<file path="config.mk">
export PLATFORM = sky130hd
export DESIGN_NAME = vga_vram_arbiter
export DESIGN_NICKNAME = d
export VERILOG_FILES = /design/src/rtl/vga_pkg.sv /design/src/rtl/vga_sat_counter.sv /design/src/rtl/vga_vram_arbiter.sv
export SDC_FILE = /design/constraint.sdc
export NUM_CORES = 1
export LEC_CHECK = 0
export CAP_MARGIN = 30
export CELL_PAD_IN_SITES_DETAIL_PLACEMENT = 1
export CELL_PAD_IN_SITES_GLOBAL_PLACEMENT = 1
export CORE_MARGIN = 3
export CORE_UTILIZATION = 33
export DETAILED_ROUTE_END_ITERATION = 12
export PLACE_DENSITY_LB_ADDON = 0.12
export SLEW_MARGIN = 10
export SYNTH_ARGS = -nofsm -noshare
export SYNTH_HDL_FRONTEND = slang
export SYNTH_SLANG_ARGS = --single-unit
</file>
<file path="constraint.sdc">
create_clock -name i_clock -period 5 [get_ports i_clock]
set_input_delay 1 -clock i_clock [delete_from_list [all_inputs] [get_ports i_clock]]
set_output_delay 1 -clock i_clock [all_outputs]
set_load 0.01 [all_outputs]
</file>
<file path="src/rtl/vga_pkg.sv">
// Shared encodings and default widths for the VGA/CPU video RAM arbiter.
package vga_pkg;

  localparam int VRAM_ADDR_WIDTH = 13;
  localparam int VRAM_DATA_WIDTH = 32;

  typedef enum logic [2:0] {
    ST_IDLE    = 3'd0,
    ST_RD_ADDR = 3'd1,
    ST_RD_DATA = 3'd2,
    ST_WR      = 3'd3,
    ST_ACK     = 3'd4
  } state_t;

  typedef enum logic {
    OWN_VID = 1'b0,
    OWN_CPU = 1'b1
  } owner_t;

endpackage

</file>
<file path="src/rtl/vga_sat_counter.sv">
// Saturating up-counter with synchronous clear; clear wins over increment.
module vga_sat_counter #(
  parameter int WIDTH = 16
) (
  input  logic             i_clk,
  input  logic             i_rst,
  input  logic             i_inc,
  input  logic             i_clear,
  output logic [WIDTH-1:0] o_count
);

  logic [WIDTH-1:0] r_count;

  always_ff @(posedge i_clk or posedge i_rst) begin
    if (i_rst) begin
      r_count <= '0;
    end else if (i_clear) begin
      r_count <= '0;
    end else if (i_inc && (r_count != {WIDTH{1'b1}})) begin
      r_count <= r_count + 1'b1;
    end
  end

  assign o_count = r_count;

endmodule

</file>
<file path="src/rtl/vga_vram_arbiter.sv">
// Single-port VRAM arbiter: video reads have fixed priority, CPU accesses fill idle slots.
// Optional CPU starvation guard enabled by defining VGA_VRAM_ARB_STARVE_GUARD_EN.
module vga_vram_arbiter
  import vga_pkg::*;
#(
  parameter int ADDR_WIDTH   = VRAM_ADDR_WIDTH,
  parameter int DATA_WIDTH   = VRAM_DATA_WIDTH,
  parameter int MAX_CPU_WAIT = 8
) (
  input  logic                  i_clock,
  input  logic                  i_reset,
  input  logic                  i_vid_req,
  input  logic [ADDR_WIDTH-1:0] i_vid_addr,
  output logic                  o_vid_ack,
  output logic [DATA_WIDTH-1:0] o_vid_data,
  input  logic                  i_cpu_req,
  input  logic                  i_cpu_write,
  input  logic [ADDR_WIDTH-1:0] i_cpu_addr,
  input  logic [DATA_WIDTH-1:0] i_cpu_wdata,
  output logic                  o_cpu_ack,
  output logic [DATA_WIDTH-1:0] o_cpu_rdata,
  output logic [ADDR_WIDTH-1:0] o_ram_addr,
  output logic [DATA_WIDTH-1:0] o_ram_wdata,
  output logic                  o_ram_we,
  input  logic [DATA_WIDTH-1:0] i_ram_rdata,
  input  logic                  i_stall_clear,
  output logic [15:0]           o_cpu_stall_count
);

  state_t                r_state;
  owner_t                r_owner;
  logic [ADDR_WIDTH-1:0] r_ram_addr;
  logic [DATA_WIDTH-1:0] r_ram_wdata;
  logic                  r_ram_we;
  logic                  r_vid_ack;
  logic                  r_cpu_ack;
  logic [DATA_WIDTH-1:0] r_vid_data;
  logic [DATA_WIDTH-1:0] r_cpu_rdata;

  logic w_cpu_force;
  logic w_vid_grant;
  logic w_cpu_grant;
  logic w_stall_inc;

`ifdef VGA_VRAM_ARB_STARVE_GUARD_EN
  localparam int WAIT_W = $clog2(MAX_CPU_WAIT + 1);
  logic [WAIT_W-1:0] r_wait_cnt;

  assign w_cpu_force = i_cpu_req && (r_wait_cnt == WAIT_W'(MAX_CPU_WAIT));

  // Counts only IDLE arbitrations the CPU lost to video.
  always_ff @(posedge i_clock or posedge i_reset) begin
    if (i_reset) begin
      r_wait_cnt <= '0;
    end else if (r_state == ST_IDLE) begin
      if (w_cpu_grant) begin
        r_wait_cnt <= '0;
      end else if (w_vid_grant && i_cpu_req) begin
        r_wait_cnt <= r_wait_cnt + 1'b1;
      end
    end
  end
`else
  assign w_cpu_force = 1'b0;
`endif

  assign w_vid_grant = i_vid_req && !w_cpu_force;
  assign w_cpu_grant = i_cpu_req && !w_vid_grant;

  // The grant cycle itself counts as a wait: ownership only takes effect after it.
  assign w_stall_inc = i_cpu_req && ((r_state == ST_IDLE) || (r_owner == OWN_VID));

  always_ff @(posedge i_clock or posedge i_reset) begin
    if (i_reset) begin
      r_state     <= ST_IDLE;
      r_owner     <= OWN_VID;
      r_ram_addr  <= '0;
      r_ram_wdata <= '0;
      r_ram_we    <= 1'b0;
      r_vid_ack   <= 1'b0;
      r_cpu_ack   <= 1'b0;
      r_vid_data  <= '0;
      r_cpu_rdata <= '0;
    end else begin
      r_vid_ack <= 1'b0;
      r_cpu_ack <= 1'b0;
      case (r_state)
        ST_IDLE: begin
          if (w_vid_grant) begin
            r_owner    <= OWN_VID;
            r_ram_addr <= i_vid_addr;
            r_ram_we   <= 1'b0;
            r_state    <= ST_RD_ADDR;
          end else if (w_cpu_grant) begin
            r_owner     <= OWN_CPU;
            r_ram_addr  <= i_cpu_addr;
            r_ram_wdata <= i_cpu_wdata;
            r_ram_we    <= i_cpu_write;
            r_state     <= i_cpu_write ? ST_WR : ST_RD_ADDR;
          end
        end
        ST_RD_ADDR: r_state <= ST_RD_DATA;
        ST_RD_DATA: begin
          if (r_owner == OWN_VID) begin
            r_vid_data <= i_ram_rdata;
            r_vid_ack  <= 1'b1;
          end else begin
            r_cpu_rdata <= i_ram_rdata;
            r_cpu_ack   <= 1'b1;
          end
          r_state <= ST_ACK;
        end
        ST_WR: begin
          r_ram_we  <= 1'b0;
          r_cpu_ack <= 1'b1;
          r_state   <= ST_ACK;
        end
        ST_ACK:  r_state <= ST_IDLE;
        default: r_state <= ST_IDLE;
      endcase
    end
  end

  vga_sat_counter #(
    .WIDTH(16)
  ) u_stall_cnt (
    .i_clk   (i_clock),
    .i_rst   (i_reset),
    .i_inc   (w_stall_inc),
    .i_clear (i_stall_clear),
    .o_count (o_cpu_stall_count)
  );

  assign o_vid_ack   = r_vid_ack;
  assign o_vid_data  = r_vid_data;
  assign o_cpu_ack   = r_cpu_ack;
  assign o_cpu_rdata = r_cpu_rdata;
  assign o_ram_addr  = r_ram_addr;
  assign o_ram_wdata = r_ram_wdata;
  assign o_ram_we    = r_ram_we;

endmodule
</file>
==> impl_results.md <==
- Cell Rows: 45
- Switching power: 1.54 mW
- Critical path class: flip-flop to primary output
- Worst vdd ir: 309 µV
- Syn Inst Count: 383
- Internal power: 3.71 mW
- Initial DRC count: 103
- Port-buffer cells: 223
- CP delay by family, top: buffers and inverters
- Drt pass-1 iters: 4
- Final min period: 2.49 ns
- P_leak: 3.52 nW
- Total track usage: 0.172
- CP Capture Type: primary output
- Most used DFF post-synth: dfrtp_1
- Proportion of synthesized area in mux cells: 0.235
- Placer Congestion: 0.761
- Mean Syn Cell Area: 13.9 µm²
- Worst Path Buf+Inv: 1
- Num CTS Buffers: 17
- Post-CTS setup buffer count: 0
- H-tree Lvls: 4
- Post-synth top area share: 0.618
- Final setup TNS: 0 ns
- FFs w/ async S/R, synth: 1.00
- Synth Area in XOR/XNOR: 0.0131
- Max clock buf depth: 2
- #FFs+latches synth: 132
- Power Dens Cells: 619 nW/µm²
- Synth Area in Compound Gates: 0.0377
- Pwr Total: 5.25 mW
- CP max-delay cell: clkdlybuf4s50_1
- Synth warn: 0
- Largest net degree at the start of global routing: 66
- Fin crit share: 0.499
- CTS Hold Buffers Added: 0
- Syn_nets: 480
- Drt wl/cell: 17.8 µm
- Vias: 3954
- Clk root buf: clkbuf_16
- Initial Util: 0.344
- TritonCTS clock tree: done
- Initial antenna violation count: 0
- Clock Skews: 0.00639 ns
- Switching Fraction: 0.293
- Comb pwr share: 0.396
- Startpoint Class: flip-flop
- Io pins: 224
- Main combinational cell family by area after synthesis: multiplexers
- Core Box Area: 15500 µm²
- Fillers: 1570
- Grt total ovfl: 0
- Reg clk slew, reported paths: 0.06 ns
- Post-synth EDFFs: 0
- Worst path cell trace: clkdlybuf4s50_1
- Status: finished, final reports clean
- DR vias/cell: 4.71
- Post-CTS sizing: 0
- Remaining DRCs: 0
- CP max FO: 6
- Routed WL: 15000 µm
- Sequential Power Share: 0.345
- Clk Latency, worst-skew pair: 0.41 ns
- Width of the die: 133 µm
- Synth Area in Simple Gates: 0.0728
- Die height: 133 µm
- Yosys cell types: 36
- Clk pwr share: 0.259
- Biggest area consumer among synthesized cells: dfrtp_1
- Max incr delay on CP: 0.60 ns
- Adder-Cell Fraction of Synth Area: 0.00234
- Layout cells sized above 1: 0.232
- Number of pins with negative max-slew slack in the final report: 0
- Hold WC Path Type: flip-flop to flip-flop
- Top cells by area, synth: dfrtp_1, mux2_2, mux2i_1
- Setup-failing EPs final: 0
- Vias in the first global route: 4513
- Area overhead of the layout relative to synthesis: 58.9%
- Dpl hpwl: 10900 µm
- Most common cell after layout, fill and taps aside: clkdlybuf4s50_1
- Leading cell types in the layout, fill and taps excluded: clkdlybuf4s50_1, dfrtp_1, mux2_2, nor2_1, a21oi_1
- RSZ-0062 raised after global routing: false
- Diodes inserted: 0
- FMAX: 401 MHz
- WP data required: 4.00 ns
- Worst Path Arrival: 1.49 ns
- Clock tree sinks: 132
- DIE AREA: 17800 µm²
- Slew @ Worst Pin: 0.835 ns
- Final ANT Viol Nets: 0
- MaxCap Viol Count: 0
- Nets: 712
- Max-slew headroom: 0.444
- Seq/Total Area, Yosys: 0.618
- Cell Area, Synth: 5340 µm²
- Final Hold Viols: 0
- First-pass GRT wire length: 23900 µm
cell type report:
class | count | area, µm² | area share
sequential | 132 | 3300 | 0.389
tap | 211 | 264 | 0.0311
multi-input combinational | 225 | 1940 | 0.229
clock buffer | 19 | 443 | 0.0522
inverter | 9 | 36.3 | 0.00428
timing repair buffer | 230 | 2290 | 0.270
clock inverter | 13 | 206 | 0.0243
power by group through the flow:
stage,clock [mW],combinational (mW),sequential (mW)
2_1_floorplan,0,0.673,2.01
3_3_place_gp,0,2.05,1.80
3_5_place_dp,0,2.09,1.83
4_1_cts,1.40,2.11,1.82
5_1_grt,1.45,2.22,1.88
6_report,1.36,2.08,1.81
metal layers:
metal | wire (µm) | share of wire | GRT usage | vias to the layer above
met5 | 0 | 0 | 0 | -
met4 | 257 | 0.017 | 0.0577 | 0
met3 | 1030 | 0.069 | 0.0676 | 21
met2 | 7890 | 0.53 | 0.301 | 118
met1 | 5800 | 0.39 | 0.191 | 2001
li1 | - | - | - | 1814
sequential cells by signal (all words and copies together) (netlist names):
register             flops
o_cpu_ack                1
o_vid_ack                1
o_vid_data              32
r_state                  3
o_ram_wdata             32
o_ram_addr              13
r_owner                  1
u_stall_cnt.o_count     16
o_ram_we                 1
o_cpu_rdata             32
cell usage after synthesis (4+ instances only):
cell type and count:
xnor2_1 8, nand4_1 4, buf_1 4, dfrtp_1 132
a21oi_1 22, buf_2 9, inv_1 9, mux2_2 96
mux2i_1 15, nor3_1 6, nand3_1 11, nor2_1 28
clkbuf_1 4
cells by family after synthesis:
| group | Yosys count |
|---|---|
| multiplexers | 113 |
| XOR/XNOR | 8 |
| AO/OA/AOI/OAI | 31 |
| buffers and inverters | 26 |
| AND/OR/NAND/NOR | 72 |
| adder cells (fa/ha/maj) | 1 |
| flip-flops | 132 |
worst paths after layout:
path                                        startpoint                 endpoint  slack (ns)  depth (start not counted)
worst max-delay path            u_stall_cnt.o_count[2]     o_cpu_stall_count[2]        2.51                          1
worst min-delay path                   o_cpu_rdata[17]          o_cpu_rdata[17]        0.48                          1
worst max register to register              r_state[0]  u_stall_cnt.o_count[11]        2.97                          5
worst min register to register         o_cpu_rdata[17]          o_cpu_rdata[17]        0.48                          1
max in group asynchronous                      i_reset   u_stall_cnt.o_count[8]        2.81                          3
min in group asynchronous                      i_reset          o_ram_wdata[21]        1.10                          2
metrics by stage:
step                      setup WS (ns)  hold slack, ns  std cells  area, µm²  utilization
after floorplan                   0.474           0.497        383       5340            -
after global placement             2.17           0.468        806       7820        0.503
after detailed placement           2.12           0.474        806       7820        0.503
after CTS                          2.49           0.488        838       8470        0.545
after global routing               2.46           0.510        839       8490        0.546
final                              2.51           0.485        839       8490        0.546
Power figures use the tool's default switching activity.
